==> config.mk <==
export PLATFORM = sky130hd
export DESIGN_NAME = uart_rx_fifo
export DESIGN_NICKNAME = d
export VERILOG_FILES = /design/src/rtl/uart_rx_fifo.sv
export SDC_FILE = /design/constraint.sdc
export NUM_CORES = 1
export LEC_CHECK = 0
export ABC_CLOCK_PERIOD_IN_PS = 5900
export CORE_MARGIN = 2
export CORE_UTILIZATION = 57
export CTS_CLUSTER_SIZE = 14
export DETAILED_ROUTE_END_ITERATION = 16
export DONT_BUFFER_PORTS = 1
export HOLD_SLACK_MARGIN = 0.12
export PLACE_DENSITY = 0.75
export REMOVE_ABC_BUFFERS = 1
export SLEW_MARGIN = 0
export SYNTH_ARGS = -nofsm -noshare
export SYNTH_HDL_FRONTEND = slang
export SYNTH_SLANG_ARGS = --single-unit
export TNS_END_PERCENT = 5
==> constraint.sdc <==
create_clock -name PCLK -period 5.9 [get_ports PCLK]
set_input_delay 0.59 -clock PCLK [delete_from_list [all_inputs] [get_ports PCLK]]
set_output_delay 0.59 -clock PCLK [all_outputs]
set_load 0.05 [all_outputs]
==> src/rtl/uart_rx_fifo.sv <==
// 16550 receive buffer: 16-entry {pe,data} FIFO (single holding register when fifo_en=0).
// Push is visible one cycle later, the head is read combinationally, and an overflowing push sets the sticky overrun flag.
module uart_rx_fifo #(
  parameter int DEPTH = 16,
  parameter int AW    = 4
) (
  input  logic          PCLK,
  input  logic          PRESET,
  input  logic [7:0]    rx_data,
  input  logic          parity_error,
  input  logic          data_ready,
  input  logic          fifo_en,
  input  logic          fifo_clr,
  input  logic [1:0]    rx_trigger,
  input  logic [15:0]   baud_rate_cnt,
  input  logic          rd_pop,
  input  logic          lsr_rd,
  output logic [7:0]    rbr_data,
  output logic          rbr_pe,
  output logic          rx_valid,
  output logic          overrun,
  output logic          fifo_err,
  output logic [AW:0]   count,
  output logic          trig_irq,
  output logic          timeout_irq
);

  localparam logic [5:0] BIT_LIMIT = 6'd40;

  logic [8:0]    mem [DEPTH];
  logic [AW-1:0] wp;
  logic [AW-1:0] rp;
  logic [AW:0]   pe_cnt;
  logic          en_q;
  logic [15:0]   presc;
  logic [5:0]    bit_cnt;

  logic          clr;
  logic          full;
  logic          do_pop;
  logic          push_acc;
  logic          ovf;
  logic          ovw;
  logic          activity;
  logic          pe_inc;
  logic          pe_dec;
  logic [8:0]    head;
  logic [AW:0]   eff_depth;
  logic [AW:0]   trig_lvl;
  logic [15:0]   presc_max;

  // Toggling fifo_en flushes the buffer just like an FCR[1] write.
  assign clr       = fifo_clr | (fifo_en ^ en_q);
  assign eff_depth = fifo_en ? (AW+1)'(DEPTH) : (AW+1)'(1);
  assign full      = (count >= eff_depth);
  assign do_pop    = rd_pop & (count != '0);
  assign head      = mem[rp];
  assign push_acc  = data_ready & ~clr & (~full | do_pop);
  assign ovf       = data_ready & ~clr & full & ~do_pop;
  assign ovw       = ovf & ~fifo_en;
  assign activity  = data_ready | do_pop | clr;
  assign pe_inc    = (push_acc | ovw) & parity_error;
  assign pe_dec    = (do_pop | ovw) & head[8];
  assign presc_max = (baud_rate_cnt == 16'd0) ? 16'd0 : baud_rate_cnt - 16'd1;

  always_comb begin
    trig_lvl = (AW+1)'(1);
    case (rx_trigger)
      2'd0: trig_lvl = (AW+1)'(1);
      2'd1: trig_lvl = (AW+1)'(4);
      2'd2: trig_lvl = (AW+1)'(8);
      2'd3: trig_lvl = (AW+1)'(14);
      default: trig_lvl = (AW+1)'(1);
    endcase
  end

  always_ff @(posedge PCLK or posedge PRESET) begin
    if (PRESET) begin
      for (int i = 0; i < DEPTH; i++) mem[i] <= '0;
    end else if (push_acc) begin
      mem[wp] <= {parity_error, rx_data};
    end else if (ovw) begin
      // 16450 semantics: the holding register takes the newest character.
      mem[rp] <= {parity_error, rx_data};
    end
  end

  always_ff @(posedge PCLK or posedge PRESET) begin
    if (PRESET) begin
      wp     <= '0;
      rp     <= '0;
      count  <= '0;
      pe_cnt <= '0;
      en_q   <= 1'b0;
    end else begin
      en_q <= fifo_en;
      if (clr) begin
        wp     <= '0;
        rp     <= '0;
        count  <= '0;
        pe_cnt <= '0;
      end else begin
        if (push_acc) wp <= wp + 1'b1;
        if (do_pop)   rp <= rp + 1'b1;
        case ({push_acc, do_pop})
          2'b10:   count <= count + 1'b1;
          2'b01:   count <= count - 1'b1;
          default: count <= count;
        endcase
        pe_cnt <= pe_cnt + (AW+1)'(pe_inc) - (AW+1)'(pe_dec);
      end
    end
  end

  always_ff @(posedge PCLK or posedge PRESET) begin
    if (PRESET) begin
      overrun <= 1'b0;
    end else if (ovf) begin
      overrun <= 1'b1;
    end else if (lsr_rd) begin
      overrun <= 1'b0;
    end
  end

  // Bit counter saturates at the limit; the interrupt latches until the next activity.
  always_ff @(posedge PCLK or posedge PRESET) begin
    if (PRESET) begin
      presc       <= '0;
      bit_cnt     <= '0;
      timeout_irq <= 1'b0;
    end else if (activity) begin
      presc       <= '0;
      bit_cnt     <= '0;
      timeout_irq <= 1'b0;
    end else if (count == '0) begin
      presc   <= '0;
      bit_cnt <= '0;
    end else if (bit_cnt != BIT_LIMIT) begin
      if (presc == presc_max) begin
        presc   <= '0;
        bit_cnt <= bit_cnt + 6'd1;
        if ((bit_cnt == BIT_LIMIT - 6'd1) && fifo_en) timeout_irq <= 1'b1;
      end else begin
        presc <= presc + 16'd1;
      end
    end
  end

  assign rbr_data = head[7:0];
  assign rbr_pe   = head[8];
  assign rx_valid = (count != '0);
  assign fifo_err = fifo_en & (pe_cnt != '0);
  assign trig_irq = fifo_en & (count >= trig_lvl);

endmodule

==> Word-level counts from Yosys, hierarchy flattened <==
Index checks and enable logic that the tools add are counted.
{ "word_totals": {"elab_cells": 128, "latch_bits": 0, "rom_bits": 0, "ramBits": 0, "out_inout_bits": 19, "inputBits": 34, "mem_count": 0, "register_bits": 187} }
{ "classes": {"n_bitwise": 23, "n_eq_ne": 9, "mux": 36, "n_addsub": 9, "mul": 0, "n_div": 0, "reduce_logical": 20, "n_lt_le_gt_ge": 6, "shift": 0} }
{ "op_table": {"columns": ["op", "n"], "rows": [
  ["$bwmux 144", 2],
  ["$mux 144", 2],
  ["$mux 16", 5],
  ["$demux 9 s4", 2],
  ["$bmux 9 s4", 1],
  ["$mux 9", 4],
  ["$mux 6", 4],
  ["$pmux 5 s4", 1],
  ["$add 16x1->16 const B", 1],
  ["$eq 16x16->1", 1],
  ["$logic_not 16->1", 1],
  ["$mux 4", 4],
  ["$sub 16x1->16 const B", 1],
  ["$mux 5", 3],
  ["$reduce_bool 2->1", 7],
  ["$and 1x1->1", 10],
  ["$ge 5x5->1", 2],
  ["$ge 5x5->1 const B", 2],
  ["$lt 5x1->1 const B", 2],
  ["$not 4->5", 2],
  ["$pmux 5 s2", 1],
  ["$reduce_bool 5->1", 2],
  ["$reduce_bool 3->1", 3],
  ["$add 4x1->4 const B", 2],
  ["19 further kinds", 38]
]} }

==> Logic depth before layout (Yosys ltp) <==
Gate-level depths: netlist of run 1.
{ "depth": {"ltp_word": 12, "mapped_depth": 18, "mapped_depth_nobuf": 17} }

==> Worst setup path after synthesis of run 1 <==
No wires, ideal clock.
{ "synth_timing": {"path_kind": "reg2reg", "startpoint": "reg count[1]", "endpoint": "reg pe_cnt[4]", "required_ns": 5.764, "synth_period_minus_slack_ns": 3.856, "path_buffers": 1, "slack_ns": 2.044, "stages_incl_launch_ff": 19, "arrival_time_ns": 3.719, "setup_time_ns": 0.136, "path_cell_list": "dfrtp_1 > or3_1 > nor3_1 > inv_1 > and2_0 > clkbuf_1 > or2_2 > nor3_1 > o21a_1 > ha_1 > inv_1 > ha_1 > inv_1 > fa_1 > inv_1 > a21oi_1 > nor2_1 > or3_1 > a21oi_1"} }
{ "synth_via": {"elab_chain_cells": 10, "word_cells_on_any_way": 17, "cone_classes": "add/sub (2); order compare (1); mux (1); bitwise (12); reduce/logical (1)"} }
{ "synth_lines": {"columns": ["element", "line_no", "rtl"], "rows": [
  ["start, declared", "23", "output logic [AW:0] count,"],
  ["start signal, assigned", "106", "2'b10: count <= count + 1'b1;"],
  ["start signal, assigned", "107", "2'b01: count <= count - 1'b1;"],
  ["start signal, assigned", "108", "default: count <= count;"],
  ["$reduce_bool 5->1 *", null, null],
  ["named net rx_valid", "20", "output logic rx_valid,"],
  ["$and 1x1->1 *", "56", "assign do_pop = rd_pop & (count != '0);"],
  ["$not 1->1", "59", "assign ovf = data_ready & ~clr & full & ~do_pop;"],
  ["$and 1x1->1", "59", null],
  ["$and 1x1->1", "60", "assign ovw = ovf & ~fifo_en;"],
  ["$or 1x1->1", "62", "assign pe_inc = (push_acc | ovw) & parity_error;"],
  ["$and 1x1->1", "62", null],
  ["$add 5x1->5", "110", "pe_cnt <= pe_cnt + (AW+1)'(pe_inc) - (AW+1)'(pe_dec);"],
  ["$sub 5x1->5 *", "110", null],
  ["$mux 5 *", "97", "if (clr) begin"],
  ["end signal, assigned", "110", null],
  ["end, declared", "33", "logic [AW:0] pe_cnt;"]
]} }
The timed path passes the listed nets; every way through them passes the cells marked *.
A chain may end at the register's enable or synchronous reset.

==> Worst setup path after layout of run 1 <==
Same ends and word-level chain as after synthesis.

==> impl_metrics.py, run 1 <==
metrics = {
    "detailed_routing": {
        "drc": 0,
        "vias": 6640,
        "drt-total-wl_mm": 22.4,
        "ant_nets": 0,
        "drtIter0Drc": 408,
        "drt_first_pass_iters": 4,
        "via_per_inst": 6.42,
        "wl_per_cell_um": 21.6,
    },
    "floorplanning": {
        "io_pins": 53,
        "row_count": 48,
        "start_util_pct": 58.5,
        "die_area_um2": 18800,
        "coreArea_um2": 17300,
        "die_y_um": 137,
        "fp.dieW_um": 137,
    },
    "timing": {
        "finalSetupTns_ns": 0,
        "maxSlewViolCount": 0,
        "finalSetupViolCount": 0,
        "holdWs_ns": 0.177,
        "rsz0062_at_grt": "no",
        "fin_skew_ns": 0.0123,
        "fin_crit_ns": 4.29,
        "worst_pin_slew_ns": 1.20,
        "worst_slack_ns": 1.61,
        "slew_headroom_pct": 19.5,
        "finalHoldViolations": 0,
        "post-route-period-util_pct": 72.6,
        "fmax_mhz": 233,
    },
    "logic_synthesis": {
        "yosysWarningCount": 0,
        "async_flop_share_pct": 100,
        "synth_enable_flop_cells": 0,
        "synth_top_area_cell": "dfrtp_1",
        "synthAdderAreaFrac_pct": 3.74,
        "syn_avg_cell_area_um2": 12.3,
        "synth-xor-area-share_pct": 3.55,
        "post-synth-top-area-fraction_pct": 46.3,
        "yosys_most_used_dff": "dfrtp_1",
        "yosysMostFrequentCell": "dfrtp_1",
        "yosysSeqAreaShare_pct": 46.3,
        "synth_top_family_by_area": "multiplexers",
        "synth-seq-cells": 187,
        "yosys-top-cells-area": "dfrtp_1, mux2_2, mux4_2",
        "synth-simple-area-share_pct": 11.5,
        "synthMuxAreaShare_pct": 26.5,
        "synth_compound_area_share_pct": 5.52,
        "ys_types": 57,
        "synth_common_cells": "dfrtp_1, mux2_2, mux4_2, nand3_1, clkbuf_1",
        "syn-cell-area_um2": 10100,
        "syn_inst": 824,
    },
    "placement": {
        "gp_congestion": 0.822,
        "port_buffers": 0,
        "dp_slack_ns": 1.63,
        "hpwl_mm": 14.7,
    },
    "clock_tree": {
        "htreeDepth": 4,
        "cts_root_buf": "clkbuf_16",
        "clock_latency_ns": 0.45,
        "cts_resized": 0,
        "cts_buffers": 17,
        "cts_tree": "yes",
        "holdBufCountCts": 0,
        "postCtsSetupRepairBufs": 0,
        "clk_pin_slew_ns": 0.07,
        "cts.sinks": 187,
        "clockBufferDepth": 2,
    },
    "critical_path": {
        "worstPathRequired_ns": 6.19,
        "crit_chain": "or3_1 > nor3_1 > inv_1 > and2_0 > or2_2 > nor3_1 > o21a_1 > ha_1 > inv_1 > ha_1 > inv_1 > fa_1 > inv_1 > a21oi_1 > nor2_1 > or3_1 > a21oi_1",
        "crit_type": "reg2reg",
        "critPathMostFrequentCell": "inv_1",
        "start_kind": "flip-flop",
        "cp_slowest_cell": "dfrtp_1",
        "crit_fanout": 8,
        "critPathArrivalTime_ns": 4.58,
        "max_stage_delay_ns": 0.60,
        "endpoint_kind": "flip-flop",
    },
    "finish": {
        "n_antenna_cell": 0,
        "areaGrowthSynthToFinish_pct": 6.80,
        "final_util_pct": 62.4,
        "nNetsFinal": 860,
        "drive_gt1_share_pct": 29.6,
    },
    "pwr": {
        "power_frac_clock_pct": 35.2,
        "total_power_mw": 3.11,
        "vdd_drop_max_mv": 0.235,
        "power_frac_comb_pct": 18.9,
        "sw_frac_of_total_pct": 31.1,
        "seqPwrFrac_pct": 45.9,
        "p_int_mw": 2.14,
        "p_switching_uw": 966,
        "p_leak_nw": 4.83,
        "p_per_area_nw_per_um2": 288,
    },
    "grt": {
        "grt_first_pass_wirelength_mm": 36.1,
        "overflow": 0,
        "grt_max_degree": 112,
        "grt_pass1_vias": 6867,
        "grt.total_usage_pct": 25.4,
        "antenna_found_initial": 0,
    },
    "run_status": {
        "status": "finished clean",
    },
    "flow_run": {
        "max-cap-violations": 0,
    },
    "min_path": {
        "hold_class": "in2reg",
    },
}
[stage by stage]
step,cells,cell area [um^2]
after CTS,1035,10800
after floorplan,773,9920
after global placement,1003,10200
final,1035,10800
after global routing,1035,10800
after detailed placement,1003,10200
[final cells by class]
class | count | area [um^2]
Sequential cell | 187 | 4680
Tap cell | 225 | 282
Inverter | 28 | 110
Clock inverter | 12 | 104
Fill cell | 1331 | 6490
Clock buffer | 20 | 457
Timing Repair Buffer | 5 | 37.5
Multi-Input combinational cell | 558 | 5130
[final timing paths]
kind                                      start                   to  slack [ns]  cells after the start
setup / recovery           count[1]$_DFFE_PP0P_  pe_cnt[4]$_DFF_PP0_        1.61                     17
hold / removal                          fifo_en       en_q$_DFF_PP0_        0.18                      0
setup reg to reg           count[1]$_DFFE_PP0P_  pe_cnt[4]$_DFF_PP0_        1.61                     17
hold reg to reg             mem[74]$_DFFE_PP0P_  mem[74]$_DFFE_PP0P_        0.50                      1
max in group asynchronous                PRESET  mem[99]$_DFFE_PP0P_        4.15                      2
min in group asynchronous                PRESET  mem[80]$_DFFE_PP0P_        0.24                      1
[power groups by stage]
stage / Sequential [mW] / Clock, mW / Combinational, mW
after global routing: 1.43 / 1.16 / 0.638
after floorplan: 1.45 / 0 / 0.486
after global placement: 1.44 / 0 / 0.571
after CTS: 1.42 / 1.11 / 0.593
final: 1.43 / 1.09 / 0.586
after detailed placement: 1.45 / 0 / 0.591
[logic make-up (layout without fill, tap and decap cells)]
kind of cell               Yosys count  after routing
DFF                                187            187
adders and majority gates           29             29
muxes                              193            193
xor gates and xnor gates            41             41
and+or+nand+nor                    213            213
AOI/OAI and AO/OA                   82             82
buffers and inverters               79             65
[flip-flops by register name (all words and copies together) (netlist names)]
signal / count
rp: 4
count: 5
presc: 16
bit_cnt: 6
overrun: 1
mem: 144
wp: 4
timeout_irq: 1
pe_cnt: 5
en_q: 1
[critical path: cells and delay by family, from the launching register on]
family,cells,cell delay [ns]
adder cells (fa/ha/maj),3,0.77
buffers and inverters,4,0.51
AO/OA/AOI/OAI,3,0.26
flip-flops,1,0.60
AND/OR/NAND/NOR,7,2.01
[cells in the final DEF, fill, tap and decap left out, types with 6 or more instances in the layout]
master | netlist | final
nor2b_1 | 6 | 6
nand2_1 | 32 | 32
dfrtp_1 | 187 | 186
nand3_1 | 43 | 43
or3_1 | 8 | 8
xor2_1 | 10 | 10
mux4_2 | 45 | 45
clkbuf_16 | 0 | 17
nand4_1 | 21 | 21
nor3_1 | 9 | 9
nand2b_1 | 6 | 6
o21ai_0 | 14 | 14
ha_1 | 27 | 27
a21oi_1 | 23 | 23
nor4_1 | 11 | 11
mux2_2 | 145 | 145
or4_1 | 6 | 6
a21o_1 | 17 | 17
nor2_1 | 31 | 31
xnor2_1 | 31 | 31
and2_1 | 19 | 19
inv_1 | 28 | 27
[layer usage]
layer | GRT usage (%) | share of wire [%] | vias up | wire length, um
met5 | 0 | 0 | - | 0
met4 | 8.19 | 2.1 | 0 | 480
met3 | 5.11 | 5.3 | 35 | 1180
met2 | 43.1 | 50 | 207 | 11200
met1 | 33.0 | 43 | 3433 | 9510
li1 | - | - | 2965 | -
(Power assumes the default switching activity.)
==> run 2, diff against run 1 <==
--- a/config.mk
+++ b/config.mk
@@ -5,14 +5,14 @@
 export SDC_FILE = /design/constraint.sdc
 export NUM_CORES = 1
 export LEC_CHECK = 0
-export ABC_CLOCK_PERIOD_IN_PS = 5900
+export ABC_CLOCK_PERIOD_IN_PS = 4440
 export CORE_MARGIN = 2
 export CORE_UTILIZATION = 57
 export CTS_CLUSTER_SIZE = 14
 export DETAILED_ROUTE_END_ITERATION = 16
 export DONT_BUFFER_PORTS = 1
 export HOLD_SLACK_MARGIN = 0.12
-export PLACE_DENSITY = 0.75
+export PLACE_DENSITY = 0.72
 export REMOVE_ABC_BUFFERS = 1
 export SLEW_MARGIN = 0
 export SYNTH_ARGS = -nofsm -noshare
==> constraint.sdc (replaced) <==
create_clock -name PCLK -period 4.44 [get_ports PCLK]
set_input_delay 0.444 -clock PCLK [delete_from_list [all_inputs] [get_ports PCLK]]
set_output_delay 0.444 -clock PCLK [all_outputs]
set_load 0.05 [all_outputs]
==> run 2 against run 1 <==
Effect of this change: clock power increased by 39%; global-route usage is 0.83 points higher; critical path type unchanged; first-iteration DRC count up 30%; clock-buffer cell count is 1 lower; largest cell class unchanged; setup slack got worse by 1.3 ns; die area unchanged; routed wire length up 2.1%.
==> impl_metrics.py, run 2 (synthesis gave the netlist of run 1 again) <==
metrics = {
    "finish": {
        "n_antenna_cell": 0,
        "most-common-layout-cells": "dfrtp_1, mux2_2, mux4_2",
        "mostFrequentLayoutCell": "dfrtp_1",
        "top_register": "mem",
        "layout.cells.non_filler": 1049,
        "largest_registers": "mem x144, presc x16, bit_cnt x6",
        "largest_register_ffs": 144,
        "drive_gt1_share_pct": 30.5,
        "areaGrowthSynthToFinish_pct": 8.35,
        "nNetsFinal": 874,
    },
    "pwr": {
        "sw_frac_of_total_pct": 31.0,
        "power_frac_comb_pct": 20.3,
        "power_frac_clock_pct": 35.8,
        "p_leak_nw": 4.92,
        "p_per_area_nw_per_um2": 387,
        "vdd_drop_max_mv": 0.332,
        "seqPwrFrac_pct": 44.0,
        "p_switching_mw": 1.31,
        "p_int_mw": 2.92,
    },
    "floorplanning": {
        "die_y_um": 137,
        "coreArea_um2": 17300,
        "row_count": 48,
        "start_util_pct": 58.5,
        "die_area_um2": 18800,
        "fp.dieW_um": 137,
        "io_pins": 53,
    },
    "grt": {
        "antenna_found_initial": 0,
        "grt_pass1_vias": 7043,
        "grt_first_pass_wirelength_mm": 37.2,
        "grt.total_usage_pct": 26.2,
        "overflow": 0,
        "grt_max_degree": 100,
    },
    "detailed_routing": {
        "wl_per_cell_um": 21.8,
        "drtIter0Drc": 531,
        "drc": 0,
        "drt-total-wl_mm": 22.9,
        "ant_nets": 0,
        "vias": 6711,
        "via_per_inst": 6.40,
        "drt_first_pass_iters": 5,
    },
    "timing": {
        "worst_slack_ns": 0.363,
        "fmax_mhz": 245,
        "fin_crit_ns": 4.08,
        "finalHoldViolations": 0,
        "worst_pin_slew_ns": 1.18,
        "holdWs_ns": 0.154,
        "slew_headroom_pct": 21.3,
        "maxSlewViolCount": 0,
        "finalSetupTns_ns": 0,
        "rsz0062_at_grt": "no",
        "post-route-period-util_pct": 91.8,
        "finalSetupViolCount": 0,
        "fin_skew_ns": 0.0114,
    },
    "clock_tree": {
        "cts_root_buf": "clkbuf_16",
        "htreeDepth": 4,
        "clock_latency_ns": 0.44,
        "cts_buffers": 17,
        "cts_tree": "yes",
        "cts_resized": 0,
        "clockBufferDepth": 2,
        "cts.sinks": 187,
        "clk_pin_slew_ns": 0.08,
    },
    "critical_path": {
        "crit_type": "reg2reg",
        "start_kind": "flip-flop",
        "ff2ff_path_depth": 18,
        "crit_fanout": 8,
        "endpoint_kind": "flip-flop",
        "critPathArrivalTime_ns": 4.36,
        "worstPathRequired_ns": 4.72,
    },
    "placement": {
        "dp.cells": 1014,
        "hpwl_mm": 15.3,
        "dp_slack_ns": 0.447,
        "port_buffers": 0,
        "gp_congestion": 0.842,
    },
    "flow_run": {
        "max-cap-violations": 0,
    },
    "min_path": {
        "min_delay_path_depth": 1,
        "hold_class": "in2reg",
    },
    "run_status": {
        "status": "finished clean",
    },
}
==> run 2: layout make-up <==
class | instances | area [um^2]
multi-input cells | 558 | 5130
fillers | 1291 | 6340
inverters | 28 | 110
clock buffers | 19 | 443
clock inverters | 13 | 149
flip-flops and latches | 187 | 4680
repair buffers | 19 | 163
well taps | 225 | 282
==> run 2: power groups by stage <==
stage               logic [mW]  clock network (mW)  registers (mW)
floorplan                0.646                   0            1.92
global placement         0.828                   0            1.89
detailed placement       0.857                   0            1.89
CTS                      0.863                1.54            1.86
global route             0.925                1.61            1.87
finish                   0.859                1.51            1.86
==> run 2: stage by stage <==
| stage | total power [mW] | area, um^2 | util, % |
|---|---|---|---|
| floorplan | 2.57 | 9920 | - |
| global placement | 2.71 | 10300 | 59.8 |
| detailed placement | 2.75 | 10300 | 59.8 |
| CTS | 4.26 | 11000 | 63.4 |
| global route | 4.41 | 11000 | 63.4 |
| finish | 4.24 | 11000 | 63.4 |
==> run 2: per-layer routing <==
metal	global-route usage, %	wire length, um	up-vias
li1	-	-	3003
met1	33.3	9340	3438
met2	44.8	11700	227
met3	6.44	1440	43
met4	7.73	417	0
met5	0	0	-
==> run 2: path summary, 6_finish.rpt <==
| path | startpoint | to | slack (ns) |
|---|---|---|---|
| worst max-delay path | count[1]$_DFFE_PP0P_ | pe_cnt[4]$_DFF_PP0_ | 0.36 |
| worst min-delay path | parity_error | mem[80]$_DFFE_PP0P_ | 0.15 |
| worst max register to register | count[1]$_DFFE_PP0P_ | pe_cnt[4]$_DFF_PP0_ | 0.36 |
| worst min register to register | mem[81]$_DFFE_PP0P_ | mem[81]$_DFFE_PP0P_ | 0.50 |
| max in group asynchronous | PRESET | mem[41]$_DFFE_PP0P_ | 2.70 |
| min in group asynchronous | PRESET | pe_cnt[2]$_DFF_PP0_ | 0.68 |
==> run 2: what timing repair did <==
item                                   CTS  global route
buffers inserted                         0             0
hold buffers                             3             0
endpoints found under the hold margin   47             0
==> run 2: critical path: stages, from the launching register on <==
cell	delay, ns
dfrtp_1	0.37
or3_1	0.40
nor3_1	0.28
inv_1	0.32
buf_4	0.24
and2_0	0.30
or2_2	0.40
nor3_1	0.17
o21a_1	0.14
ha_1	0.22
inv_1	0.06
ha_1	0.15
inv_1	0.05
fa_1	0.40
inv_1	0.07
a21oi_1	0.05
nor2_1	0.10
or3_1	0.12
a21oi_1	0.06
==> run 3, diff against run 2 <==
--- a/config.mk
+++ b/config.mk
@@ -5,7 +5,7 @@
 export SDC_FILE = /design/constraint.sdc
 export NUM_CORES = 1
 export LEC_CHECK = 0
-export ABC_CLOCK_PERIOD_IN_PS = 4440
+export ABC_CLOCK_PERIOD_IN_PS = 4050
 export CORE_MARGIN = 2
 export CORE_UTILIZATION = 57
 export CTS_CLUSTER_SIZE = 14
==> constraint.sdc (replaced) <==
create_clock -name PCLK -period 4.05 [get_ports PCLK]
set_input_delay 0.405 -clock PCLK [delete_from_list [all_inputs] [get_ports PCLK]]
set_output_delay 0.405 -clock PCLK [all_outputs]
set_load 0.05 [all_outputs]
==> run 3 against run 2 <==
Effect of this change: clock power increased by 7%; setup slack improved by 0.054 ns; sequential power is 9% higher; first-iteration DRC count down 6.0%; combinational power is 14% higher; worst hold slack got worse by 0.024 ns; clock-buffer cell count is the same; routed wire length increased by 2.3%; highest routed layer unchanged.
==> impl_metrics.py, run 3 (synthesis gave the netlist of run 1 again) <==
metrics = {
    "clock_tree": {
        "postCtsSetupRepairBufs": 0,
        "clockBufferDepth": 2,
        "clock_latency_ns": 0.44,
        "clk_pin_slew_ns": 0.07,
        "cts_resized": 0,
        "htreeDepth": 4,
        "cts_buffers": 17,
        "cts_tree": "yes",
        "cts_root_buf": "clkbuf_16",
        "cts.sinks": 187,
    },
    "detailed_routing": {
        "via_per_inst": 6.28,
        "drt_first_pass_iters": 5,
        "drt-total-wl_mm": 23.4,
        "wl_per_cell_um": 21.8,
        "drtIter0Drc": 499,
        "vias": 6740,
        "ant_nets": 0,
        "drc": 0,
    },
    "pwr": {
        "p_leak_nw": 5.01,
        "p_per_area_nw_per_um2": 413,
        "vdd_drop_max_mv": 0.318,
        "total_power_mw": 4.62,
    },
    "critical_path": {
        "start_kind": "flip-flop",
        "crit_fanout": 8,
        "crit_type": "reg2reg",
        "endpoint_kind": "flip-flop",
        "critPathArrivalTime_ns": 3.91,
        "worstPathRequired_ns": 4.33,
    },
    "grt": {
        "grt.total_usage_pct": 26.3,
        "antenna_found_initial": 0,
        "overflow": 0,
        "grt_first_pass_wirelength_mm": 37.1,
        "grt_pass1_vias": 7043,
        "grt_max_degree": 106,
    },
    "placement": {
        "hpwl_mm": 15.0,
        "dp.cells": 1015,
        "dp_slack_ns": 0.359,
        "port_buffers": 0,
        "gp_congestion": 0.896,
        "place_area_um2": 10300,
    },
    "finish": {
        "mostFrequentLayoutCell": "dfrtp_1",
        "largest_register_ffs": 144,
        "top_register": "mem",
        "drive_gt1_share_pct": 29.7,
        "nNetsFinal": 898,
        "nFillCells": 1301,
        "largest_registers": "mem x144, presc x16, bit_cnt x6",
        "layout.cells.non_filler": 1073,
        "final_area_um2": 11200,
        "most-common-layout-cells": "dfrtp_1, mux2_2, mux4_2",
        "n_antenna_cell": 0,
        "final_util_pct": 64.6,
        "areaGrowthSynthToFinish_pct": 10.5,
    },
    "floorplanning": {
        "row_count": 48,
        "die_area_um2": 18800,
        "fp.dieW_um": 137,
        "die_y_um": 137,
        "start_util_pct": 58.5,
        "coreArea_um2": 17300,
        "io_pins": 53,
    },
    "timing": {
        "maxSlewViolCount": 0,
        "fin_crit_ns": 3.63,
        "worst_pin_slew_ns": 1.18,
        "fin_skew_ns": 0.0125,
        "finalSetupViolCount": 0,
        "rsz0062_at_grt": "no",
        "slew_headroom_pct": 21.0,
        "finalHoldViolations": 0,
        "worst_slack_ns": 0.418,
        "post-route-period-util_pct": 89.7,
        "fmax_mhz": 275,
    },
    "min_path": {
        "hold_class": "in2reg",
    },
    "run_status": {
        "status": "finished clean",
    },
    "flow_run": {
        "max-cap-violations": 0,
    },
}
==> run 3: cell types whose count changed in the layout (fill, tap and decap cells not counted) <==
cell | before | now
inv_6 | 5 | 4
dlygate4sd3_1 | 3 | 26
buf_4 | 15 | 16
inv_8 | 2 | 3
bufinv_16 | 1 | 0
clkinv_4 | 1 | 2
==> run 3: layer usage <==
layer  wire, um  GRT usage [%]
met4        575           10.0
met1       9800           33.6
met3       1280           5.74
met2      11700           44.2
met5          0              0
==> run 3: power by group <==
part | internal [mW] | leakage, nW | switching (mW)
clock network | 0.832 | 0.276 | 0.779
logic | 0.362 | 2.16 | 0.613
registers | 1.97 | 2.58 | 0.0649
==> run 3: per-stage QoR <==
step / hold slack (ns) / TNS (ns)
finish: 0.130 / 0
floorplan: 0.436 / -270.41
global placement: 0.437 / 0
global route: 0.121 / 0
detailed placement: 0.437 / 0
CTS: 0.121 / 0
==> run 3: worst max-delay path, stage by stage (launching register included) <==
cell     delay (ns)
dfrtp_1        0.39
or3_1          0.36
nor3_1         0.27
inv_1          0.09
and2_0         0.31
or2_2          0.40
nor3_1         0.17
o21a_1         0.14
ha_1           0.22
inv_1          0.06
ha_1           0.16
inv_1          0.06
fa_1           0.40
inv_1          0.08
a21oi_1        0.06
nor2_1         0.13
or3_1          0.12
a21oi_1        0.06
==> run 3: final timing paths <==
| path | start | end | slack (ns) | cells after the start |
|---|---|---|---|---|
| worst max-delay path | count[3]$_DFFE_PP0P_ | pe_cnt[4]$_DFF_PP0_ | 0.42 | 17 |
| worst min-delay path | rx_data[7] | mem[43]$_DFFE_PP0P_ | 0.13 | 1 |
| worst max register to register | count[3]$_DFFE_PP0P_ | pe_cnt[4]$_DFF_PP0_ | 0.42 | 17 |
| worst min register to register | mem[49]$_DFFE_PP0P_ | mem[49]$_DFFE_PP0P_ | 0.50 | 1 |
| max in group asynchronous | PRESET | mem[86]$_DFFE_PP0P_ | 2.42 | 3 |
| min in group asynchronous | PRESET | pe_cnt[2]$_DFF_PP0_ | 0.68 | 2 |
==> run 3: area by class of cell <==
type | count | area (um^2) | share of cell area [%]
tap | 225 | 282 | 2.52
clock buffer | 19 | 443 | 3.96
timing repair buffer | 43 | 400 | 3.58
inverter | 28 | 110 | 0.985
clock inverter | 13 | 130 | 1.16
sequential | 187 | 4680 | 41.9
multi-input combinational | 558 | 5130 | 45.9
==> run 3: repair_timing <==
action | in CTS | in global routing
setup endpoints to repair | 0 | 0
hold buffers | 18 | 8
hold endpoints to repair | 217 | 16
